## src/rtl/fetch_pkg.sv

```systemverilog
// fetch_pkg -- shared types and constants for the instruction fetch stage.
//   fetch_state_e : fetch FSM states
//   fetch_pkt_t   : {pc, instr} pair carried into the IF/ID register
//   opcode_of()   : extracts the decode opcode field from an instruction word
package fetch_pkg;

    localparam int PC_W       = 64;
    localparam int INSTR_W    = 32;
    localparam int OPCODE_W   = 11;
    localparam int OPCODE_MSB = 31;
    localparam int OPCODE_LSB = 21;

    localparam logic [PC_W-1:0] PC_STEP = 64'd4;

    typedef enum logic [1:0] {
        S_REQ   = 2'd0,  // issue request
        S_WAIT  = 2'd1,  // await response
        S_HOLD  = 2'd2,  // response buffered while decode stalls
        S_DRAIN = 2'd3   // swallow a response that a redirect made stale
    } fetch_state_e;

    typedef struct packed {
        logic [PC_W-1:0]    pc;
        logic [INSTR_W-1:0] instr;
    } fetch_pkt_t;

    function automatic logic [OPCODE_W-1:0] opcode_of(input logic [INSTR_W-1:0] instr);
        return instr[OPCODE_MSB:OPCODE_LSB];
    endfunction

endpackage

```

## src/rtl/if_id_reg.sv

```systemverilog
// if_id_reg -- IF/ID pipeline register.
//   clk, reset : clock, synchronous active-high reset
//   load       : capture load_pkt and mark valid
//   hold       : keep current contents (decode stall)
//   clear      : flush; drop the valid bit
//   load_pkt   : {pc, instr} to capture
//   id_valid   : register holds a real instruction
//   id_pkt     : registered {pc, instr}
// Priority: reset > clear > load > hold > bubble. With none of
// load/hold/clear asserted the entry becomes a bubble (valid=0) but the
// data fields are left untouched; only id_valid qualifies them.
module if_id_reg
    import fetch_pkg::*;
(
    input  logic       clk,
    input  logic       reset,
    input  logic       load,
    input  logic       hold,
    input  logic       clear,
    input  fetch_pkt_t load_pkt,
    output logic       id_valid,
    output fetch_pkt_t id_pkt
);

    always_ff @(posedge clk) begin
        if (reset) begin
            id_valid <= 1'b0;
            id_pkt   <= '0;
        end else if (clear) begin
            id_valid <= 1'b0;
        end else if (load) begin
            id_valid <= 1'b1;
            id_pkt   <= load_pkt;
        end else if (!hold) begin
            id_valid <= 1'b0;
        end
    end

endmodule

```

## src/rtl/instruction_fetch.sv

```systemverilog
// instruction_fetch -- single-outstanding-request fetch stage.
//   RESET_PC    : PC loaded on reset
//   clk, reset  : clock, synchronous active-high reset
//   imem_req    : one-cycle read request (only in S_REQ, never in reset)
//   imem_addr   : request address, always the current PC
//   imem_valid  : read response valid (1+ cycles after imem_req)
//   imem_rdata  : read response instruction word
//   stall       : decode hazard; freezes IF/ID
//   redirect    : taken branch/jump; flush and restart at redirect_pc
//   redirect_pc : restart address, low two bits forced to zero
//   id_valid/id_pc/id_instr/id_opcode : IF/ID register contents
// The PC only advances when an instruction is handed to IF/ID, so
// imem_addr keeps pointing at the in-flight fetch until it completes.
module instruction_fetch
    import fetch_pkg::*;
#(
    parameter logic [63:0] RESET_PC = 64'h0
) (
    input  logic                clk,
    input  logic                reset,
    output logic                imem_req,
    output logic [PC_W-1:0]     imem_addr,
    input  logic                imem_valid,
    input  logic [INSTR_W-1:0]  imem_rdata,
    input  logic                stall,
    input  logic                redirect,
    input  logic [PC_W-1:0]     redirect_pc,
    output logic                id_valid,
    output logic [PC_W-1:0]     id_pc,
    output logic [INSTR_W-1:0]  id_instr,
    output logic [OPCODE_W-1:0] id_opcode
);

    fetch_state_e       state, state_nxt;
    logic [PC_W-1:0]    pc;
    logic [INSTR_W-1:0] hold_buf;
    logic               id_load, id_hold, id_clear, capture;
    fetch_pkt_t         load_pkt, id_pkt;

    // State register
    always_ff @(posedge clk) begin
        if (reset) state <= S_REQ;
        else       state <= state_nxt;
    end

    // Next state. A redirect discards whatever is in flight; if the stale
    // response has not shown up yet we must wait for it in S_DRAIN so it
    // is not mistaken for the redirect target's data.
    always_comb begin
        state_nxt = state;
        if (redirect) begin
            case (state)
                S_REQ:   state_nxt = S_DRAIN;
                S_HOLD:  state_nxt = S_REQ;
                default: state_nxt = imem_valid ? S_REQ : S_DRAIN;
            endcase
        end else begin
            case (state)
                S_REQ:   state_nxt = S_WAIT;
                S_WAIT:  if (imem_valid) state_nxt = stall ? S_HOLD : S_REQ;
                S_HOLD:  if (!stall) state_nxt = S_REQ;
                S_DRAIN: if (imem_valid) state_nxt = S_REQ;
                default: state_nxt = S_REQ;
            endcase
        end
    end

    // Outputs and datapath controls
    always_comb begin
        imem_req = 1'b0;
        id_load  = 1'b0;
        id_hold  = 1'b0;
        id_clear = 1'b0;
        capture  = 1'b0;
        if (!reset && state == S_REQ) imem_req = 1'b1;
        if (redirect) begin
            id_clear = 1'b1;
        end else begin
            id_hold = stall;
            case (state)
                S_WAIT: if (imem_valid) begin
                    if (stall) capture = 1'b1;
                    else       id_load = 1'b1;
                end
                S_HOLD: if (!stall) id_load = 1'b1;
                default: ;
            endcase
        end
    end

    // PC and one-entry hold buffer
    always_ff @(posedge clk) begin
        if (reset) begin
            pc       <= RESET_PC;
            hold_buf <= '0;
        end else if (redirect) begin
            pc       <= redirect_pc & ~64'h3;
            hold_buf <= '0;
        end else begin
            if (id_load) pc <= pc + PC_STEP;  // wraps modulo 2^64
            if (capture) hold_buf <= imem_rdata;
        end
    end

    assign imem_addr      = pc;
    assign load_pkt.pc    = pc;
    assign load_pkt.instr = (state == S_HOLD) ? hold_buf : imem_rdata;

    if_id_reg u_if_id (
        .clk      (clk),
        .reset    (reset),
        .load     (id_load),
        .hold     (id_hold),
        .clear    (id_clear),
        .load_pkt (load_pkt),
        .id_valid (id_valid),
        .id_pkt   (id_pkt)
    );

    assign id_pc     = id_pkt.pc;
    assign id_instr  = id_pkt.instr;
    assign id_opcode = opcode_of(id_pkt.instr);

endmodule

```

## config.mk

```make
export PLATFORM = sky130hd
export DESIGN_NAME = instruction_fetch
export DESIGN_NICKNAME = d
export VERILOG_FILES = /design/src/rtl/fetch_pkg.sv /design/src/rtl/if_id_reg.sv /design/src/rtl/instruction_fetch.sv
export SDC_FILE = /design/constraint.sdc
export NUM_CORES = 1
export LEC_CHECK = 0
export ABC_AREA = 1
export BUFFER_PORTS_ARGS = -buffer_cell sky130_fd_sc_hd__buf_4
export CELL_PAD_IN_SITES_DETAIL_PLACEMENT = 1
export CELL_PAD_IN_SITES_GLOBAL_PLACEMENT = 1
export CORE_MARGIN = 1
export CORE_UTILIZATION = 37
export DETAILED_ROUTE_END_ITERATION = 16
export PLACE_DENSITY = 0.85
export SLEW_MARGIN = 20
export SYNTH_ARGS = -nofsm -noshare
export SYNTH_HDL_FRONTEND = slang
export SYNTH_SLANG_ARGS = --single-unit
```

## constraint.sdc

```tcl
create_clock -name clk -period 2.3 [get_ports clk]
set_input_delay 0 -clock clk [delete_from_list [all_inputs] [get_ports clk]]
set_output_delay 0 -clock clk [all_outputs]
set_load 0.03 [all_outputs]
```

==> results_dict.tcl <==
set metrics [dict create \
    layout.nets 1952 \
    grtUsageTotal 0.290 \
    dp.cells 2112 \
    nFillCells 3564 \
    synth_cell_types 40 \
    num_rows 61 \
    clk_pin_slew_worst_paths_ps 80 \
    routed_wl_um 42000 \
    async_reset_ff_frac 0 \
    vdd_drop_max_v 0.000318 \
    cts.sinks 191 \
    tritoncts "built" \
    final_core_util 0.500 \
    gp_routability_congestion 0.918 \
    r2r-start "state[1]" \
    worstSetupPathType "flip-flop to flip-flop" \
    multi_input_area_sq_mm 0.00505 \
    power_density_mw_per_mm2 582 \
    die-area_sq_mm 0.0291 \
    synth_edf_count 0 \
    grt_overflow 0 \
    tns_ps 0 \
    final-hold-violation-count 0 \
    register_area_sq_mm 0.00382 \
    rrSetupSlack_ps 140 \
    worstRegToRegCells 9 \
    stdcell_count 2242 \
    cap_violations 0 \
    synthFlopType "dfxtp_1" \
    drtPass1Iterations 5 \
    synth_commonest_cells "nand2_1 (391), dfxtp_1 (191), inv_1 (189)" \
    yosysMostFrequentCell "nand2_1" \
    cts_root_buffer "clkbuf_16" \
    avgSynthCellArea_sq_um 6.63 \
    required_ps 2650 \
    fin_worst_skew_ps 11.9 \
    detail-route-antenna-nets 0 \
    grt_max_degree 66 \
    die_y_um 170 \
    hp-class "input pin to flip-flop" \
    critPathMaxFanout 19 \
    yosys_warnings 0 \
    power_leakage_uw 0.00637 \
    min_from "redirect_pc[44]" \
    clockBufferDepth 2 \
    drt_iter0_drc 663 \
    die_x_um 170 \
    yosys_register_bits 191 \
    setup_violations 0 \
    status "complete, no violations" \
    cts_htree_levels 4 \
    hold_path_end "imem_addr[44]" \
    cts_made_buffers 17 \
    worst_slew_pin_slew_ps 764 \
    worst_slack_ps 135 \
    synthDominantCellAreaShare 0.364 \
    insertion_delay_ps 440 \
    post_cts_buffers 0 \
    cp-end-kind "flip-flop" \
    dp_slack_ps 172 \
    slew-limit-headroom 0.490 \
    drc 0 \
    rsz0062_at_grt "yes" \
    synthCells 1584 \
    num_vias 11657 \
    hold_depth 6 \
    fin_crit_ps 2160 \
    grt_pass1_vias 12189 \
    start_kind "flip-flop" \
    start_util 0.377 \
    hpwlAfterDp_um 28800 \
    area_growth_pct 32.6 \
    period_share 0.941 \
    wire_per_inst_um 18.7 \
    core_area_sq_mm 0.0279 \
    whs_ps 15.2 \
    netlist_area_sq_mm 0.0105 \
    crit_arrival_ps 2520 \
    grt_antenna_before_repair 5 \
    grt_first_pass_wirelength_um 65700 \
    drv_slew 0 \
    seq_area_frac_synth 0.364 \
    viasPerCell 5.20 \
    fmax_mhz 462 \
    yosys-top-cells-area "dfxtp_1 (36%), nand2_1 (14%), inv_1 (6.8%)" \
    synth_top_area_cell "dfxtp_1" \
    io_pins 274 \
    io_buffer_count 267 \
    reg2reg_to "imem_addr[9]" \
    drive_gt1_frac 0.214 \
]
cells by family (layout without fill, tap and decap cells):
| kind of cell | count (synthesis) | in the layout | synth area share |
|---|---|---|---|
| AO/OA/AOI/OAI | 288 | 288 | 0.155 |
| XOR/XNOR | 8 | 8 | 0.00667 |
| adder cells (fa/ha/maj) | 5 | 5 | 0.00596 |
| buffers and inverters | 345 | 617 | 0.158 |
| flip-flops | 191 | 191 | 0.364 |
| other | 1 | 9 | 0.000357 |
| AND/OR/NAND/NOR | 746 | 746 | 0.310 |
stage by stage:
stage | total power, uW | instance area (sq um)
final | 8100 | 13900
after global routing | 8410 | 13900
after floorplan | 4500 | 10500
after global placement | 4960 | 12400
after detailed placement | 5000 | 12400
after CTS | 8110 | 13900
worst max-delay path, stage by stage, from the launching register on:
cell and delay [ps]:
dfxtp_1 380, inv_1 110, ha_1 220, nand2_1 140, nand2_1 140, nand2_1 170
nand2_2 160, inv_2 370, nand2_1 140, a31oi_1 230
sequential cells by signal, summed over array words and instances, names as in the netlist:
name	count
u_if_id.id_valid	1
state	2
hold_buf	32
imem_addr	62
u_if_id.id_pkt	94
where the power goes:
| group | total [uW] | switching (uW) | internal [uW] |
|---|---|---|---|
| Combinational | 1510 | 911 | 595 |
| Sequential | 3590 | 155 | 3440 |
| Clock | 3000 | 1510 | 1490 |
metal layers:
layer / wire, um / GRT usage / part of all wire / vias up
met1: 17200 / 0.335 / 0.41 / 5674
met3: 2650 / 0.0619 / 0.063 / 96
met4: 1420 / 0.128 / 0.034 / 0
met2: 20700 / 0.513 / 0.49 / 405
li1: - / - / - / 5482
met5: 0 / 0 / 0 / -
what timing repair did:
action,4_1_cts,5_1_grt
hold buffers,92,0
endpoints found under the setup margin,0,8
resized for setup,0,3
endpoints found under the hold margin,115,0
area by class of cell:
cell class | instances | area share
multi-input combinational | 1051 | 0.363
sequential | 191 | 0.275
timing repair buffer | 387 | 0.233
inverter | 198 | 0.0537
tap | 378 | 0.0340
clock buffer | 19 | 0.0325
clock inverter | 13 | 0.00872
antenna | 5 | 0.000899
cell usage in the layout (no fill, tap or decap), types with 5 or more instances in the layout:
cell,n
o211a_1,5
nand3b_1,9
a211oi_1,7
clkbuf_16,18
nand3_1,75
xor2_1,6
inv_1,189
a31oi_1,43
ha_1,5
nand2_1,391
o21bai_1,8
nor2_2,22
a21oi_1,66
inv_2,6
o21ai_1,13
clkinv_4,5
nor2_1,182
o211ai_1,5
buf_12,7
buf_4,287
nand2_2,18
dlygate4sd3_1,92
diode_2,5
dfxtp_1,191
o21a_1,18
nand4_1,18
o21ai_0,119
nor2_4,10
worst max path at each step:
stage | start | to | slack, ps | cells past startpoint
after global routing | state[1] | imem_addr[9] | -50 | 9
after global placement | state[1] | imem_addr[51] | 280 | 12
after CTS | state[0] | imem_addr[45] | 160 | 12
after detailed placement | state[0] | imem_addr[45] | 170 | 12
final | state[1] | imem_addr[9] | 140 | 9
after floorplan | state[0] | imem_addr[6] | 520 | 11
(Power assumes the default switching activity.)
